$ cat src/rtl/ps2_pkg.sv
// Shared PS/2 definitions: transmitter FSM states, frame layout constants and parity helper.
package ps2_pkg;

  typedef enum logic [1:0] {
    IDLE   = 2'd0,
    BIT_HI = 2'd1,
    BIT_LO = 2'd2,
    GAP    = 2'd3
  } ps2_state_e;

  localparam int   PS2_FRAME_BITS = 11;
  localparam logic PS2_START      = 1'b0;
  localparam logic PS2_STOP       = 1'b1;

  // Odd parity: the bit that makes the total count of ones across data+parity odd.
  function automatic logic odd_parity(input logic [7:0] b);
    return ~^b;
  endfunction

endpackage

$ cat src/rtl/ps2_device_tx_byte_fifo.sv
// Small synchronous byte queue with wrap-bit pointers; simultaneous push and pop allowed even when full.
module byte_fifo #(
  parameter int DEPTH = 8,
  parameter int WIDTH = 8
) (
  input  logic             clk,
  input  logic             rst,
  input  logic             wr_en,
  input  logic [WIDTH-1:0] wr_data,
  input  logic             rd_en,
  output logic [WIDTH-1:0] rd_data,
  output logic             full,
  output logic             empty
);

  localparam int AW = $clog2(DEPTH);

  logic [WIDTH-1:0] mem_q [DEPTH];
  logic [AW:0]      wr_ptr_q, wr_ptr_d;
  logic [AW:0]      rd_ptr_q, rd_ptr_d;
  logic             do_wr;
  logic             do_rd;

  assign empty   = (wr_ptr_q == rd_ptr_q);
  assign full    = (wr_ptr_q[AW] != rd_ptr_q[AW]) && (wr_ptr_q[AW-1:0] == rd_ptr_q[AW-1:0]);
  assign rd_data = mem_q[rd_ptr_q[AW-1:0]];

  // When full, a write is only legal if the head leaves in the same cycle.
  assign do_wr = wr_en && (!full || rd_en);
  assign do_rd = rd_en && !empty;

  always_comb begin
    wr_ptr_d = wr_ptr_q;
    rd_ptr_d = rd_ptr_q;
    if (do_wr) wr_ptr_d = wr_ptr_q + (AW+1)'(1);
    if (do_rd) rd_ptr_d = rd_ptr_q + (AW+1)'(1);
  end

  always_ff @(posedge clk or posedge rst) begin
    if (rst) begin
      wr_ptr_q <= '0;
      rd_ptr_q <= '0;
    end else begin
      wr_ptr_q <= wr_ptr_d;
      rd_ptr_q <= rd_ptr_d;
    end
  end

  always_ff @(posedge clk) begin
    if (do_wr) mem_q[wr_ptr_q[AW-1:0]] <= wr_data;
  end

endmodule

$ cat src/rtl/ps2_device_tx.sv
// PS/2 device-side transmitter: drains a byte queue as 11-bit device-to-host frames on ps2_clk/ps2_data.
module ps2_device_tx
  import ps2_pkg::*;
#(
  parameter int HALF_PERIOD = 8,
  parameter int GAP_CYCLES  = 32,
  parameter int FIFO_DEPTH  = 8
) (
  input  logic       clk,
  input  logic       rst,
  input  logic [7:0] in_data,
  input  logic       in_valid,
  output logic       in_ready,
  input  logic       inhibit,
  output logic       ps2_clk,
  output logic       ps2_data,
  output logic       busy,
  output logic [7:0] frames_sent
);

  localparam int DIV_W = $clog2(HALF_PERIOD);
  localparam int GAP_W = $clog2(GAP_CYCLES + 1);
  localparam logic [3:0] LAST_BIT = 4'(PS2_FRAME_BITS - 1);

  ps2_state_e                state_q, state_d;
  logic [DIV_W-1:0]          div_q, div_d;
  logic [GAP_W-1:0]          gap_q, gap_d;
  logic [3:0]                bit_q, bit_d;
  logic [PS2_FRAME_BITS-1:0] frame_q, frame_d;
  logic [7:0]                frames_q, frames_d;

  logic       fifo_full;
  logic       fifo_empty;
  logic [7:0] fifo_head;
  logic       fifo_pop;
  logic       div_last;
  logic       gap_last;

  byte_fifo #(
    .DEPTH (FIFO_DEPTH),
    .WIDTH (8)
  ) u_fifo (
    .clk     (clk),
    .rst     (rst),
    .wr_en   (in_valid && in_ready),
    .wr_data (in_data),
    .rd_en   (fifo_pop),
    .rd_data (fifo_head),
    .full    (fifo_full),
    .empty   (fifo_empty)
  );

  assign div_last = (div_q == DIV_W'(HALF_PERIOD - 1));
  assign gap_last = (gap_q == GAP_W'(GAP_CYCLES - 1));

  always_comb begin
    state_d  = state_q;
    div_d    = div_q;
    gap_d    = gap_q;
    bit_d    = bit_q;
    frame_d  = frame_q;
    frames_d = frames_q;
    fifo_pop = 1'b0;
    case (state_q)
      IDLE: begin
        if (!fifo_empty && !inhibit) begin
          state_d = BIT_HI;
          bit_d   = 4'd0;
          div_d   = '0;
          frame_d = {PS2_STOP, odd_parity(fifo_head), fifo_head, PS2_START};
        end
      end
      BIT_HI: begin
        if (inhibit) begin
          state_d = GAP;
          gap_d   = '0;
          div_d   = '0;
        end else if (div_last) begin
          state_d = BIT_LO;
          div_d   = '0;
        end else begin
          div_d = div_q + DIV_W'(1);
        end
      end
      BIT_LO: begin
        if (inhibit) begin
          state_d = GAP;
          gap_d   = '0;
          div_d   = '0;
        end else if (div_last) begin
          div_d = '0;
          // The head byte leaves the queue only once its stop bit has been clocked out.
          if (bit_q == LAST_BIT) begin
            fifo_pop = 1'b1;
            frames_d = frames_q + 8'd1;
            state_d  = GAP;
            gap_d    = '0;
          end else begin
            bit_d   = bit_q + 4'd1;
            state_d = BIT_HI;
          end
        end else begin
          div_d = div_q + DIV_W'(1);
        end
      end
      GAP: begin
        if (gap_last) begin
          state_d = IDLE;
          gap_d   = '0;
        end else begin
          gap_d = gap_q + GAP_W'(1);
        end
      end
      default: state_d = IDLE;
    endcase
  end

  always_ff @(posedge clk or posedge rst) begin
    if (rst) begin
      state_q  <= IDLE;
      div_q    <= '0;
      gap_q    <= '0;
      bit_q    <= 4'd0;
      frames_q <= 8'd0;
    end else begin
      state_q  <= state_d;
      div_q    <= div_d;
      gap_q    <= gap_d;
      bit_q    <= bit_d;
      frames_q <= frames_d;
    end
  end

  always_ff @(posedge clk) begin
    frame_q <= frame_d;
  end

  // Line outputs decode straight from state so an async reset idles them at once.
  assign ps2_clk     = (state_q != BIT_LO);
  assign ps2_data    = ((state_q == BIT_HI) || (state_q == BIT_LO)) ? frame_q[bit_q] : 1'b1;
  assign busy        = (state_q != IDLE);
  assign in_ready    = !fifo_full;
  assign frames_sent = frames_q;

endmodule

$ cat config.mk
export PLATFORM = sky130hd
export DESIGN_NAME = ps2_device_tx
export DESIGN_NICKNAME = d
export VERILOG_FILES = /design/src/rtl/ps2_pkg.sv /design/src/rtl/ps2_device_tx_byte_fifo.sv /design/src/rtl/ps2_device_tx.sv
export SDC_FILE = /design/constraint.sdc
export NUM_CORES = 1
export LEC_CHECK = 0
export ABC_AREA = 1
export BUFFER_PORTS_ARGS = -buffer_cell sky130_fd_sc_hd__buf_2
export CAP_MARGIN = 20
export CORE_ASPECT_RATIO = 0.6
export CORE_MARGIN = 3
export CORE_UTILIZATION = 50
export DETAILED_ROUTE_END_ITERATION = 12
export PLACE_DENSITY_LB_ADDON = 0.1
export SETUP_SLACK_MARGIN = 0.1
export SLEW_MARGIN = 20
export SYNTH_ARGS = -nofsm -noshare
export SYNTH_HDL_FRONTEND = slang
export SYNTH_HIERARCHICAL = 1
export SYNTH_SLANG_ARGS = --single-unit
export TNS_END_PERCENT = 100
$ cat constraint.sdc
create_clock -name clk -period 5.8 [get_ports clk]
set_clock_uncertainty 0.1 [all_clocks]
set_input_delay 0.29 -clock clk [delete_from_list [all_inputs] [get_ports clk]]
set_output_delay 0.29 -clock clk [all_outputs]
set_load 0.005 [all_outputs]
==> results of run 1 <==
## cell usage after synthesis, types with 7 or more instances
library cell / instances
ha_1: 14
o21ai_0: 42
edfxtp_1: 73
buf_2: 7
xor2_1: 9
o22ai_1: 16
xnor2_1: 8
inv_1: 44
o21ai_1: 8
dfrtp_1: 31
nor2_1: 55
nand2_1: 144
nand3_1: 34
## worst min-delay path by stage
| stage | from | endpoint | slack [ns] |
|---|---|---|---|
| global placement | rst | u_fifo/rd_ptr_q[3] | 0.17 |
| global route | in_data[3] | u_fifo/mem_q[4][3] | 0.18 |
| finish | in_data[3] | u_fifo/mem_q[4][3] | 0.19 |
| floorplan | rst | u_fifo/rd_ptr_q[0] | 0.006 |
| detailed placement | rst | u_fifo/rd_ptr_q[3] | 0.17 |
| CTS | in_data[3] | u_fifo/mem_q[4][3] | 0.17 |
## metal layers
metal,wire [um],share of wire [%]
met1,6270,52
met2,4220,35
met4,103,0.86
met3,1380,12
met5,0,0
## power by group through the flow
stage	registers (W)	clock network [W]	logic, W
after CTS	0.000995	0.000613	0.000521
final	0.000998	0.000605	0.000525
after detailed placement	0.00101	0	0.000517
after global placement	0.00101	0	0.000513
after global routing	0.00101	0.000649	0.000597
after floorplan	0.000976	0	0.000403
## area by class of cell
type                            instances  area [um2]
Fill cell                             839        3930
Sequential cell                       104        2970
Multi-Input combinational cell        359        1840
Clock buffer                            9         225
Inverter                               50         193
Tap cell                              130         163
Timing Repair Buffer                   24         125
Clock inverter                          7        85.1
## logic make-up (layout without fill, tap and decap cells)
kind of cell / after synthesis / in the layout / synth area share [%]
fa+ha+maj: 14 / 14 / 3.45
compound gates: 71 / 71 / 7.58
xor+xnor: 17 / 17 / 2.93
simple gates: 257 / 257 / 22.2
flops: 104 / 104 / 58.4
buf+inv: 65 / 90 / 5.44
## registers in the layout, indices dropped and copies added (netlist names)
| signal | flops |
|---|---|
| u_fifo/mem_q | 64 |
| frame_q | 9 |
| frames_sent | 8 |
| gap_q | 6 |
| bit_q | 4 |
| u_fifo/rd_ptr_q | 4 |
| u_fifo/wr_ptr_q | 4 |
| div_q | 3 |
| state_q | 2 |
## through the flow
| stage | instance area (um2) | hold slack (ns) |
|---|---|---|
| floorplan | 5080 | 0.00566 |
| global placement | 5280 | 0.175 |
| detailed placement | 5280 | 0.174 |
| CTS | 5600 | 0.174 |
| global route | 5600 | 0.183 |
| finish | 5600 | 0.193 |
## worst max-delay path, delay by kind of cell, from the launching register on
family,cells,cell delay [ns]
buf+inv,1,0.60
simple gates,8,1.51
flops,1,0.74
## repair_timing
item / 4_1_cts / 5_1_grt
hold buffers: 1 / 0
endpoints found under the hold margin: 8 / 0
resized for setup: 0 / 0
==> summary.txt, run 1 <==
Status
  – Status: complete, no violations

Worst setup path
  – Data required time at the worst endpoint: 5.68 ns
  – Worst R2R Setup Slack: 2.48 ns
  – Number of cells on the worst reg-to-reg path: 9
  – Worst setup startpoint: u_fifo/rd_ptr_q[0]
  – Cell with the biggest individual delay on the critical path: dfrtp_1
  – Worst reg2reg startpoint: u_fifo/rd_ptr_q[0]
  – Worst EP arrival: 3.20 ns
  – Element type at the critical path start: flip-flop
  – Capture point of the critical path: u_fifo/mem_q[5][0]
  – Critical path, cell by cell: inv_2, nand2_1, nand2_1, nor2_4, nand2_1, nor2_1, nor2_1, nand2_4, nor2_1
  – Nature of the critical path endpoint: flip-flop
  – Highest cell delay on the worst timing path: 0.74 ns
  – Largest fanout of any net on the critical path: 37
  – End of the worst register-to-register path: u_fifo/mem_q[5][0]
  – Category of the most critical setup path: flip-flop to flip-flop

GRT
  – Pin count of the biggest net entering global routing: 38
  – Via count of the first global-routing pass: 3342
  – Number of antenna violations at the first check in global routing: 0
  – Overall routing resource usage: 22.4%
  – Overall overflow remaining after global route: 0
  – Global routing usage on met2: 25.1%
  – Met1 routing resource usage after global routing: 38.0%
  – Most used routing layer in global routing: met1
  – First-pass GRT wire length: 19000 um
  – Met3 usage: 9.70%

Power
  – Internal power: 0.00139 W
  – Peak supply drop: 162 uV
  – Clock share of power: 28.4%
  – Combinational Power Share: 24.7%
  – Portion of total power attributed to sequential cells: 46.9%
  – Leakage component of the power: 2.40 nW
  – Power density over the cells: 380 nW/um2
  – Switching share of power: 34.6%
  – Sw power: 0.000735 W
  – Power after layout: 0.00213 W

Synthesis
  – Post-synthesis instance area: 5080 um2
  – Area contributors post-synth: edfxtp_1 (43%), dfrtp_1 (15%), nand2_1 (11%)
  – Synth Instances: 528
  – Synthesized net count: 554
  – Number of distinct library cells after synthesis: 33
  – Area fraction of the dominant cell type after synthesis: 43.1%
  – Syn_area_per_cell: 9.63 um2
  – Register area share after synthesis: 58.4%
  – Synth async-reset ratio: 29.8%
  – Number of flops mapped to enable cells by yosys: 73
  – Yosys warning count: 6
  – Post-synthesis cell type with the largest combined area: edfxtp_1
  – Dominant synthesized flop cell: edfxtp_1
  – Post-synthesis register bit count: 104

Die
  – Area of the die: 11500 um2
  – Cell row count: 27
  – Die Span X: 136 um
  – Area inside the core boundary: 9530 um2
  – Vertical die dimension: 84.1 um
  – Count of boundary I/O pins: 24
  – Initial standard-cell utilization of the core: 53.3%

Clocking
  – Clk slew on worst S/H paths: 0.08 ns
  – Number of buffers inserted during clock tree synthesis: 9
  – Sink count of the clock tree: 104
  – Clock root buffer: clkbuf_16
  – CTS HTree Levels: 3
  – CTS tree: done
  – Deepest clock path buffer count: 2
  – Clock insertion delay at the later pin of the skew report: 0.35 ns
  – Number of buffers inserted by post-CTS setup repair: 0

Finish
  – Leading cell types in the layout, fill and taps excluded: nand2_1 (144), edfxtp_1 (73), nor2_1 (55)
  – Layout cell share with drive strength beyond 1: 11.8%
  – Final instance count without filler cells: 683
  – Post-layout utilization of the core: 58.8%
  – Number of antenna diodes: 0
  – Net count reported at finish: 574
  – Most common cell after layout, fill and taps aside: nand2_1
  – Layout area overhead: 10.2%

STA
  – RSZ-0062 raised after global routing: false
  – Setup slack after layout: 2.48 ns
  – Max Clock Freq: 301 MHz
  – Worst rel slew slack: 34.6%
  – Final Slew Violations: 0
  – Period Utilization, post-route: 57.2%
  – Final hold violation count: 0
  – Final setup fails: 0
  – Worst slew pin tran: 0.981 ns
  – Final critical-path required period: 3.32 ns
  – Setup TNS after final layout: 0 ns

Min path
  – Cell count of the worst hold path: 1
  – Path class of the lowest-slack min-delay path: input port to flip-flop

Placement
  – Number of port buffers: 23
  – Routability congestion estimate from global placement: 0.941
  – Setup Slack @ Placement: 2.50 ns
  – Detailed-placement wirelength estimate: 8810 um
  – Total placed cells including tap cells: 666

Drt
  – Aggregate routed wire length: 12000 um
  – Router iterations before antenna repair: 5
  – Total DRC errors in the routed layout: 0
  – Average routed wire per standard cell: 17.5 um
  – Number of antenna-violating nets in the routed design: 0
  – Vias after detailed routing: 3671
  – First DRT Iteration DRCs: 472
  – Via/cell ratio: 5.37

Job
  – Reported max-cap violation count: 0
Note: power is estimated with default switching activity, not from simulation.
==> inputs of run 2 (changes only) <==
--- a/config.mk
+++ b/config.mk
@@ -5,7 +5,7 @@
 export SDC_FILE = /design/constraint.sdc
 export NUM_CORES = 1
 export LEC_CHECK = 0
-export ABC_AREA = 1
+export ABC_AREA = 0
 export BUFFER_PORTS_ARGS = -buffer_cell sky130_fd_sc_hd__buf_2
 export CAP_MARGIN = 20
 export CORE_ASPECT_RATIO = 0.6
==> constraint.sdc (replaced) <==
create_clock -name clk -period 2.7 [get_ports clk]
set_clock_uncertainty 0.1 [all_clocks]
set_input_delay 0.135 -clock clk [delete_from_list [all_inputs] [get_ports clk]]
set_output_delay 0.135 -clock clk [all_outputs]
set_load 0.005 [all_outputs]
==> run 2 against run 1 <==
Compared with the run above:
- combinational power increased by 150%
- critical path depth decreased by 1
- die area decreased by 4.7%
- worst setup slack got worse by 2.2 ns
- count of clock-buffer cells in the layout unchanged
- synthesized area decreased by 4.9%
- critical endpoint is now u_fifo/mem_q[3][5]
- highest routed layer unchanged
==> summary.txt, run 2 <==
Synthesis
  – Post-synthesis cell type with the largest combined area: edfxtp_1
  – Top post-synthesis cells by count: edfxtp_1 (73), dfrtp_1 (31), xnor2_1 (19)
  – Yosys warning count: 6
  – Synth async-reset ratio: 29.8%
  – Dominant synthesized flop cell: edfxtp_1
  – Synthesized net count: 342
  – Area fraction of the dominant cell type after synthesis: 45.4%
  – Post-synthesis instance area: 4830 um2
  – Synth Instances: 316
  – Library cell with the highest instance count after synthesis: edfxtp_1
  – Area contributors post-synth: edfxtp_1 (45%), dfrtp_1 (16%), mux4_2 (6.1%)
  – Post-synthesis register bit count: 104
  – Number of distinct library cells after synthesis: 57
  – Number of flops mapped to enable cells by yosys: 73
  – Register area share after synthesis: 61.4%
  – Syn_area_per_cell: 15.3 um2

GRT
  – Pin count of the biggest net entering global routing: 24
  – Overall routing resource usage: 18.7%
  – Via count of the first global-routing pass: 2685
  – First-pass GRT wire length: 15100 um
  – Number of antenna violations at the first check in global routing: 0
  – Overall overflow remaining after global route: 0

Die
  – Area of the die: 10900 um2
  – Die Span X: 133 um
  – Cell row count: 27
  – Count of boundary I/O pins: 24
  – Area inside the core boundary: 9290 um2
  – Vertical die dimension: 82.1 um
  – Initial standard-cell utilization of the core: 52.0%

Finish
  – Layout area overhead: 17.0%
  – Most common cell after layout, fill and taps aside: edfxtp_1
  – Layout cell share with drive strength beyond 1: 27.1%
  – Final Cell Area: 5650 um2
  – Largest register FFs: 64
  – Net count reported at finish: 394
  – Leading cell types in the layout, fill and taps excluded: edfxtp_1 (73), dfrtp_1 (31), buf_2 (23)
  – Number of antenna diodes: 0

Worst setup path
  – Largest fanout of any net on the critical path: 7
  – Data required time at the worst endpoint: 2.66 ns
  – End of the worst register-to-register path: u_fifo/mem_q[3][5]
  – Element type at the critical path start: flip-flop
  – Highest cell delay on the worst timing path: 0.47 ns
  – Count of buffering cells on the critical path with inverters included: 2
  – Cell with the biggest individual delay on the critical path: dfrtp_1
  – Worst path top cell family by delay: simple AND/OR/NAND/NOR gates
  – Most common cell on crit path: buf_4
  – Number of cells on the worst reg-to-reg path: 8
  – Worst reg2reg startpoint: u_fifo/wr_ptr_q[0]
  – Critical path, cell by cell: xnor2_1, nand3_2, nor2_1, nor2b_1, buf_4, nand2_1, nor4b_4, buf_4
  – Worst R2R Setup Slack: 0.30 ns
  – Category of the most critical setup path: flip-flop to flip-flop
  – Nature of the critical path endpoint: flip-flop
  – Worst EP arrival: 2.36 ns

STA
  – Max Clock Freq: 416 MHz
  – Final Slew Violations: 0
  – Final critical-path required period: 2.40 ns
  – Period Utilization, post-route: 88.9%
  – Setup TNS after final layout: 0 ns
  – Worst slew pin tran: 0.861 ns
  – RSZ-0062 raised after global routing: false
  – Worst rel slew slack: 42.5%
  – Final hold violation count: 0
  – Final setup fails: 0

Job
  – Reported max-cap violation count: 0

Clocking
  – Number of buffers inserted during clock tree synthesis: 9
  – Deepest clock path buffer count: 2
  – Clock root buffer: clkbuf_16
  – Clock insertion delay at the later pin of the skew report: 0.35 ns
  – Sink count of the clock tree: 104
  – CTS tree: done
  – CTS HTree Levels: 3
  – Number of buffers inserted by post-CTS setup repair: 0
  – Clk slew on worst S/H paths: 0.07 ns

Drt
  – First DRT Iteration DRCs: 263
  – Average routed wire per standard cell: 18.6 um
  – Vias after detailed routing: 2819
  – Via/cell ratio: 5.60
  – Aggregate routed wire length: 9350 um
  – Router iterations before antenna repair: 5
  – Number of antenna-violating nets in the routed design: 0
  – Total DRC errors in the routed layout: 0

Placement
  – Routability congestion estimate from global placement: 0.806
  – Detailed-placement wirelength estimate: 6550 um
  – Number of port buffers: 23
  – Placed instance area: 5250 um2

Status
  – Status: complete, no violations

Min path
  – Path class of the lowest-slack min-delay path: input port to asynchronous set/reset pin

Power
  – Power density over the cells: 843 nW/um2
  – Peak supply drop: 467 uV
  – Leakage component of the power: 2.11 nW
-- run 2: power by group --
group,leakage (nW),switching (W),total (W),internal [W]
Combinational,0.885,0.000744,0.00129,0.000547
Clock,0.149,0.000602,0.00134,0.000739
Sequential,1.08,0.000137,0.00213,0.00199
-- run 2: cell type report --
type / count / area, um2
fill: 712 / 3640
sequential: 104 / 2970
multi-input combinational: 187 / 1790
timing repair buffer: 54 / 383
clock buffer: 9 / 225
tap: 130 / 163
clock inverter: 7 / 83.8
inverter: 12 / 45.0
-- run 2: worst max path at each step --
stage / from / end / slack [ns] / cells after the start
after floorplan: state_q[0] / u_fifo/mem_q[5][0] / -0.02 / 8
after global placement: state_q[0] / u_fifo/mem_q[2][0] / 0.35 / 6
after detailed placement: state_q[0] / u_fifo/mem_q[2][7] / 0.26 / 6
after CTS: state_q[0] / u_fifo/mem_q[2][7] / 0.25 / 6
after global routing: state_q[0] / u_fifo/mem_q[2][7] / 0.17 / 6
final: u_fifo/wr_ptr_q[0] / u_fifo/mem_q[3][5] / 0.30 / 8
-- run 2: worst min-delay path: cells and delay by family --
family   cells  cell delay [ns]
buf+inv      3             0.91
-- run 2: what timing repair did --
action,CTS,global route
hold buffers,9,0
endpoints found under the setup margin,0,1
gates resized for setup,0,1
endpoints found under the hold margin,93,0
-- run 2: cell families after synthesis --
| logic type | Yosys count | share of synthesized area, % |
|---|---|---|
| and+or+nand+nor | 76 | 9.27 |
| AOI/OAI and AO/OA | 42 | 6.73 |
| adders and majority gates | 14 | 3.63 |
| muxes | 32 | 11.6 |
| DFF | 104 | 61.4 |
| buffers and inverters | 25 | 2.82 |
| xor gates and xnor gates | 23 | 4.48 |
-- run 2: per-stage QoR --
step                hold WS (ns)  power (W)  util [%]  setup WS [ns]  std cells
floorplan                 -0.149    0.00304         -        -0.0189        316
global placement          0.0255    0.00341      56.5          0.353        478
detailed placement        0.0224    0.00343      56.5          0.264        478
CTS                        0.198    0.00480      60.8          0.249        503
global route               0.228    0.00504      60.8          0.165        503
finish                     0.196    0.00476      60.8          0.298        503
-- run 2: routing by layer --
layer | up-vias | routed length [um] | track usage (%) | part of all wire, %
li1 | 1321 | - | - | -
met1 | 1396 | 4840 | 29.9 | 52
met2 | 91 | 3800 | 24.7 | 41
met3 | 11 | 587 | 5.21 | 6.3
met4 | 0 | 114 | 5.08 | 1.2
met5 | - | 0 | 0 | 0
